<file path="config.mk">
export PLATFORM = sky130hd
export DESIGN_NAME = dti_apb_protocol_monitor
export DESIGN_NICKNAME = d
export VERILOG_FILES = /design/src/rtl/dti_apb_mon_pkg.sv /design/src/rtl/dti_apb_sat_cnt.sv /design/src/rtl/dti_apb_protocol_monitor.sv
export SDC_FILE = /design/constraint.sdc
export NUM_CORES = 1
export LEC_CHECK = 0
export BUFFER_PORTS_ARGS = -buffer_cell sky130_fd_sc_hd__buf_2
export CELL_PAD_IN_SITES_DETAIL_PLACEMENT = 1
export CELL_PAD_IN_SITES_GLOBAL_PLACEMENT = 2
export CORE_ASPECT_RATIO = 0.9
export CORE_MARGIN = 8
export CORE_UTILIZATION = 30
export DETAILED_ROUTE_END_ITERATION = 10
export GPL_ROUTABILITY_DRIVEN = 0
export PLACE_DENSITY_LB_ADDON = 0.1
export SLEW_MARGIN = 20
export SYNTH_ARGS = -nofsm -noshare
export SYNTH_HDL_FRONTEND = slang
export SYNTH_HIERARCHICAL = 1
export SYNTH_SLANG_ARGS = --single-unit
</file>
<file path="constraint.sdc">
create_clock -name PCLK -period 2.96 [get_ports PCLK]
set_input_delay 0.74 -clock PCLK [delete_from_list [all_inputs] [get_ports PCLK]]
set_output_delay 0.74 -clock PCLK [all_outputs]
set_load 0.02 [all_outputs]
</file>
<file path="src/rtl/dti_apb_mon_pkg.sv">
// rtl/dti_apb_mon_pkg.sv - shared FSM type and error bit indices for the APB protocol monitor
package dti_apb_mon_pkg;

    typedef enum logic [1:0] {
        ST_IDLE   = 2'd0,
        ST_SETUP  = 2'd1,
        ST_ACCESS = 2'd2
    } apb_state_e;

    localparam int ERR_SEL_ONEHOT      = 0;
    localparam int ERR_ENABLE_NO_SETUP = 1;
    localparam int ERR_SETUP_NO_ACCESS = 2;
    localparam int ERR_CTRL_UNSTABLE   = 3;
    localparam int ERR_WDATA_UNSTABLE  = 4;
    localparam int ERR_STRB_ON_READ    = 5;
    localparam int ERR_SEL_DROP        = 6;
    localparam int ERR_TIMEOUT         = 7;
    localparam int ERR_NUM             = 8;

endpackage

</file>
<file path="src/rtl/dti_apb_sat_cnt.sv">
// rtl/dti_apb_sat_cnt.sv - saturating counter; clr together with inc restarts the count at 1
module dti_apb_sat_cnt #(
    parameter int W = 16
) (
    input  logic         clk,
    input  logic         rst,
    input  logic         clr,
    input  logic         inc,
    output logic [W-1:0] cnt
);

    logic [W-1:0] cnt_q;
    logic [W-1:0] cnt_d;

    always_comb begin
        cnt_d = cnt_q;
        if (clr) begin
            cnt_d = inc ? W'(1) : '0;
        end else if (inc && (cnt_q != {W{1'b1}})) begin
            cnt_d = cnt_q + W'(1);
        end
    end

    always_ff @(posedge clk) begin
        if (rst) begin
            cnt_q <= '0;
        end else begin
            cnt_q <= cnt_d;
        end
    end

    assign cnt = cnt_q;

endmodule

</file>
<file path="src/rtl/dti_apb_protocol_monitor.sv">
// rtl/dti_apb_protocol_monitor.sv - passive APB4 protocol monitor; DTI_APB_MON_COV_EN adds coverage counters
module dti_apb_protocol_monitor
    import dti_apb_mon_pkg::*;
#(
    parameter int ADDR_W      = 32,
    parameter int DATA_W      = 32,
    parameter int NUM_SLV     = 4,
    parameter int TIMEOUT_CYC = 16,
    parameter int CNT_W       = 16
) (
    input  logic                  PCLK,
    input  logic                  PRESET,
    input  logic [NUM_SLV-1:0]    PSEL,
    input  logic                  PENABLE,
    input  logic                  PWRITE,
    input  logic [ADDR_W-1:0]     PADDR,
    input  logic [DATA_W-1:0]     PWDATA,
    input  logic [DATA_W/8-1:0]   PSTRB,
    input  logic                  PREADY,
    input  logic                  PSLVERR,
    input  logic                  err_clr,
    output logic [ERR_NUM-1:0]    err_pulse,
    output logic [ERR_NUM-1:0]    err_sticky,
    output logic [CNT_W-1:0]      err_cnt,
    output logic [CNT_W-1:0]      txn_cnt
`ifdef DTI_APB_MON_COV_EN
    ,
    output logic [CNT_W-1:0]      rd_cnt,
    output logic [CNT_W-1:0]      wr_cnt,
    output logic [CNT_W-1:0]      slverr_cnt,
    output logic [CNT_W-1:0]      wait_cnt
`endif
);

    localparam int WAIT_W = (TIMEOUT_CYC > 0) ? $clog2(TIMEOUT_CYC + 1) : 1;
    localparam logic [WAIT_W-1:0] WAIT_MAX = WAIT_W'(TIMEOUT_CYC);

    apb_state_e             state_q, state_d;
    logic [ADDR_W-1:0]      cap_addr_q, cap_addr_d;
    logic                   cap_write_q, cap_write_d;
    logic [NUM_SLV-1:0]     cap_sel_q, cap_sel_d;
    logic [DATA_W-1:0]      cap_wdata_q, cap_wdata_d;
    logic [DATA_W/8-1:0]    cap_strb_q, cap_strb_d;
    logic [WAIT_W-1:0]      wait_q, wait_d;
    logic                   to_fired_q, to_fired_d;
    logic [ERR_NUM-1:0]     err_pulse_q, err_pulse_d;
    logic [ERR_NUM-1:0]     err_sticky_q, err_sticky_d;
    logic [ERR_NUM-1:0]     err_vec;
    logic                   any_sel;
    logic                   capture;
    logic                   txn_inc;

    assign any_sel = |PSEL;

    always_comb begin
        state_d    = state_q;
        wait_d     = wait_q;
        to_fired_d = to_fired_q;
        err_vec    = '0;
        capture    = 1'b0;
        txn_inc    = 1'b0;

        err_vec[ERR_SEL_ONEHOT]      = (PSEL & (PSEL - NUM_SLV'(1))) != '0;
        err_vec[ERR_ENABLE_NO_SETUP] = PENABLE && ((state_q == ST_IDLE) || !any_sel);
        err_vec[ERR_STRB_ON_READ]    = any_sel && !PWRITE && (PSTRB != '0);

        case (state_q)
            ST_IDLE: begin
                if (!PENABLE && any_sel) begin
                    state_d = ST_SETUP;
                    capture = 1'b1;
                end
            end
            ST_SETUP: begin
                if (PENABLE && (PSEL == cap_sel_q)) begin
                    state_d    = ST_ACCESS;
                    wait_d     = '0;
                    to_fired_d = 1'b0;
                end else begin
                    err_vec[ERR_SETUP_NO_ACCESS] = 1'b1;
                    if (!any_sel) begin
                        state_d = ST_IDLE;
                    end else begin
                        capture = 1'b1;
                    end
                end
            end
            ST_ACCESS: begin
                err_vec[ERR_CTRL_UNSTABLE] = (PADDR != cap_addr_q) || (PWRITE != cap_write_q)
                                           || (PSEL != cap_sel_q);
                err_vec[ERR_WDATA_UNSTABLE] = cap_write_q
                                            && ((PWDATA != cap_wdata_q) || (PSTRB != cap_strb_q));
                // The wait counter parks at WAIT_MAX, so the fired flag keeps the timeout to one pulse.
                if ((TIMEOUT_CYC != 0) && (wait_q == WAIT_MAX) && !to_fired_q) begin
                    err_vec[ERR_TIMEOUT] = 1'b1;
                    to_fired_d           = 1'b1;
                end
                if (!any_sel) begin
                    err_vec[ERR_SEL_DROP] = 1'b1;
                    state_d               = ST_IDLE;
                end else if (PREADY) begin
                    txn_inc = 1'b1;
                    state_d = ST_IDLE;
                end else if (wait_q != WAIT_MAX) begin
                    wait_d = wait_q + WAIT_W'(1);
                end
            end
            default: state_d = ST_IDLE;
        endcase

        cap_addr_d  = capture ? PADDR  : cap_addr_q;
        cap_write_d = capture ? PWRITE : cap_write_q;
        cap_sel_d   = capture ? PSEL   : cap_sel_q;
        cap_wdata_d = capture ? PWDATA : cap_wdata_q;
        cap_strb_d  = capture ? PSTRB  : cap_strb_q;

        err_pulse_d  = err_vec;
        err_sticky_d = err_clr ? err_vec : (err_sticky_q | err_vec);
    end

    always_ff @(posedge PCLK) begin
        if (PRESET) begin
            state_q      <= ST_IDLE;
            cap_addr_q   <= '0;
            cap_write_q  <= 1'b0;
            cap_sel_q    <= '0;
            cap_wdata_q  <= '0;
            cap_strb_q   <= '0;
            wait_q       <= '0;
            to_fired_q   <= 1'b0;
            err_pulse_q  <= '0;
            err_sticky_q <= '0;
        end else begin
            state_q      <= state_d;
            cap_addr_q   <= cap_addr_d;
            cap_write_q  <= cap_write_d;
            cap_sel_q    <= cap_sel_d;
            cap_wdata_q  <= cap_wdata_d;
            cap_strb_q   <= cap_strb_d;
            wait_q       <= wait_d;
            to_fired_q   <= to_fired_d;
            err_pulse_q  <= err_pulse_d;
            err_sticky_q <= err_sticky_d;
        end
    end

    assign err_pulse  = err_pulse_q;
    assign err_sticky = err_sticky_q;

    dti_apb_sat_cnt #(.W(CNT_W)) u_err_cnt (
        .clk (PCLK), .rst (PRESET), .clr (err_clr), .inc (|err_vec), .cnt (err_cnt)
    );

    dti_apb_sat_cnt #(.W(CNT_W)) u_txn_cnt (
        .clk (PCLK), .rst (PRESET), .clr (1'b0), .inc (txn_inc), .cnt (txn_cnt)
    );

`ifdef DTI_APB_MON_COV_EN
    logic acc_wait;
    assign acc_wait = (state_q == ST_ACCESS) && any_sel && !PREADY;

    dti_apb_sat_cnt #(.W(CNT_W)) u_rd_cnt (
        .clk (PCLK), .rst (PRESET), .clr (1'b0), .inc (txn_inc && !cap_write_q), .cnt (rd_cnt)
    );
    dti_apb_sat_cnt #(.W(CNT_W)) u_wr_cnt (
        .clk (PCLK), .rst (PRESET), .clr (1'b0), .inc (txn_inc && cap_write_q), .cnt (wr_cnt)
    );
    dti_apb_sat_cnt #(.W(CNT_W)) u_slverr_cnt (
        .clk (PCLK), .rst (PRESET), .clr (1'b0), .inc (txn_inc && PSLVERR), .cnt (slverr_cnt)
    );
    dti_apb_sat_cnt #(.W(CNT_W)) u_wait_cnt (
        .clk (PCLK), .rst (PRESET), .clr (1'b0), .inc (acc_wait), .cnt (wait_cnt)
    );
`else
    logic unused_pslverr;
    assign unused_pslverr = PSLVERR;
`endif

endmodule

</file>
==> impl_results.md <==
- H-Tree Depth: 4
- EDFF count, synth: 0
- Antenna violations before repair: 2
- Post-synthesis register bit count: around 130
- Place WS: -0.3806 ns
- Post-CTS setup buffers: 0
- Final Total Pwr: 4.746 mW
- Hold Vio Cnt, Final: 0
- CP Capture Type: flop
- Die W: ~170 um
- N_diodes: 0
- Top-Level Pins: 127
- Mapped Avg Cell Area: between 8 and 9 sq um
- Via count: approximately 5700
- Share of layout cells above drive strength 1: ~33%
- Initial core utilization: 30.55%
- Yosys warning count: 6
- Full die area: roughly 0.026 sq mm
- Worst EP required: about 3.3 ns
- Fillers: 2509
- Status: completed
- Tcrit/Tclk final: just over 90%
- Critical Path Start Type: input pin
- WHS: ~0.46 ns
- Clk pin slew, worst setup/hold paths: ~0.060 ns
- CP arrival: about 3.1 ns
- Worst VDD drop: between 0.3 and 0.4 mV
- Remaining DRCs: 0
- Pwr dens: between 500 and 600 mW/mm^2
- Synth area leader: dfxtp_1
- Vias per inst: approximately 4.8
- Commonest non-fill, non-tap cells in the layout: 157 x nand2_1, 129 x dfxtp_1, 124 x buf_2, 70 x a21oi_2, 41 x xnor2_1
- Area grow syn2layout: 27.25%
- Min Tclk post-route: ~2.8 ns
- P_leak: approximately 3.2 nW
- Synth area leaders: dfxtp_1 41%, a21oi_2 9.6%, nand2_1 9.3%, xnor2_1 5.6%, xor2_1 4.8%
- Post-synth top area share: between 40 and 50%
- Synth Flop Type: dfxtp_1
- Antenna-violating nets left: 0
- Worst-skew pair later-pin latency: approximately 0.42 ns
- Max Clock Freq: 0.3630 GHz
- Cell variety after synth: 57
- Gr usage total: between 10% and 20%
- Vias in the first global route: between 6000 and 7000
- # rows: 50
- Final wirelength: between 15000 and 20000 um
- CTS Buffer Depth: 2
- Type of the worst setup path: in -> reg
- Core area: approximately 0.021 sq mm
- Worst Tran Pin Value: slightly above 0.7 ns
- Unrepaired setup endpoints after global routing: no
- DIE HEIGHT: 154.2 um
- Max FO, Critical Path: 4
- CTS tree: built
- Clock sinks: roughly 130
- Ys async rst share: 0%
- Pins Over Slew Limit: 0
- Drt initial violations: 200
- Final WS setup: ~0.21 ns
- CTS root buf: clkbuf_16
- Mapped Cells: ~720
- # setup viols final: 0
- Detailed placement HPWL: ~14000 um
- Cell Area, Placed: between 0.007 and 0.008 sq mm
- Layout Skew: between 0.01 and 0.015 ns
- HP Class: reg -> reg
- Sequential share of the synthesized area: between 40% and 50%
- First-pass GRT wire length: 31210 um
- Slew HR: between 50% and 60%
- Total grt overflow: 0
- Maximum number of pins on one net before global-route repair: 74
- Final-stage net count: around 950
- Total CTS buffers: 17
- TritonRoute pass-1 iters: 4
- Max Cap Viol: 0
- Fin area: ~0.0081 sq mm
- IO Port Bufs: roughly 130
- Wirelength per Cell: around 16 um
- Synthesized area: roughly 0.0064 sq mm
- Leading cell type in the layout, fill and taps excluded: nand2_1
synthesized netlist by cell type, types with 13 or more instances:
cell type	number
dfxtp_1	129
nor4_1	16
a21oi_1	33
a21oi_2	70
nand2_1	158
xor2_1	35
xnor2_1	41
nor3_1	13
nand4_1	18
nand3_1	22
inv_1	13
nor2_1	20
critical path, stage by stage:
cell and delay, ns:
buf_2 0.11, xor2_1 0.13, nor4_1 0.38, nand3_1 0.16, o41a_1 0.48, o21bai_1 0.22, o2111ai_2 0.20, buf_4 0.20
a2111oi_1 0.31, o21bai_1 0.16
logic make-up (layout without fill, tap and decap cells):
| logic type | count (synthesis) | after routing | synth area share [%] |
|---|---|---|---|
| AO/OA/AOI/OAI | 157 | 157 | 18.91 |
| XOR/XNOR | 76 | 76 | 10.46 |
| other | 1 | 5 | 0.05892 |
| flip-flops | 129 | 129 | 40.57 |
| AND/OR/NAND/NOR | 299 | 299 | 23.12 |
| buffers and inverters | 47 | 209 | 5.465 |
| multiplexers | 3 | 3 | 0.4718 |
| adder cells (fa/ha/maj) | 5 | 5 | 0.9436 |
metrics by stage:
stage,util (%),setup TNS (ns),std cells
after floorplan,-,-0.01681,721
after global placement,35.74,-3.407,1137
after detailed placement,35.74,-4.363,1137
after CTS,38.73,0,1169
after global routing,38.88,0,1169
final,38.88,0,1169
registers in the layout, summed over array words and instances (netlist names):
signal / flops
cap_sel_q: 4
u_err_cnt/cnt: 16
cap_write_q: 1
wait_q: 5
cap_wdata_q: 32
err_pulse: 8
cap_strb_q: 4
to_fired_q: 1
u_txn_cnt/cnt: 16
err_sticky: 8
cap_addr_q: 32
state_q: 2
cell type report:
cell class / count / area [sq um] / area share (%)
Multi-Input combinational cell: 545 / 3503 / 43.26
Sequential cell: 129 / 2582 / 31.89
Timing Repair Buffer: 164 / 983.4 / 12.14
Clock buffer: 20 / 466.7 / 5.762
Tap cell: 286 / 357.8 / 4.418
Clock inverter: 12 / 156.4 / 1.931
Inverter: 13 / 48.80 / 0.6025
per-layer routing:
metal  vias up  track usage (%)  routed length, um
met5         -                0                 26
met4         4            4.632                243
met3        25            4.402                807
met2        89            25.76               9339
met1      2754            17.23               8552
li1       2792                -                  -
repair_timing:
action	CTS	global route
endpoints found under the setup margin	0	11
hold buffers	0	0
endpoints found under the hold margin	0	0
resized for setup	0	6
path summary, 6_finish.rpt:
check | cells past startpoint | to | start | slack, ns
max | 10 | u_err_cnt/cnt[0] | PWDATA[26] | 0.21
min | 1 | err_sticky[4] | err_sticky[4] | 0.46
max reg2reg | 9 | u_err_cnt/cnt[0] | cap_wdata_q[26] | 0.29
min reg2reg | 1 | err_sticky[4] | err_sticky[4] | 0.46
report_power, final:
| part | internal (mW) | switching [mW] | leakage (nW) |
|---|---|---|---|
| Sequential | 1.83 | 0.0651 | 1.06 |
| Clock | 1.39 | 0.817 | 0.295 |
| Combinational | 0.267 | 0.370 | 1.81 |
(Power assumes the default switching activity.)
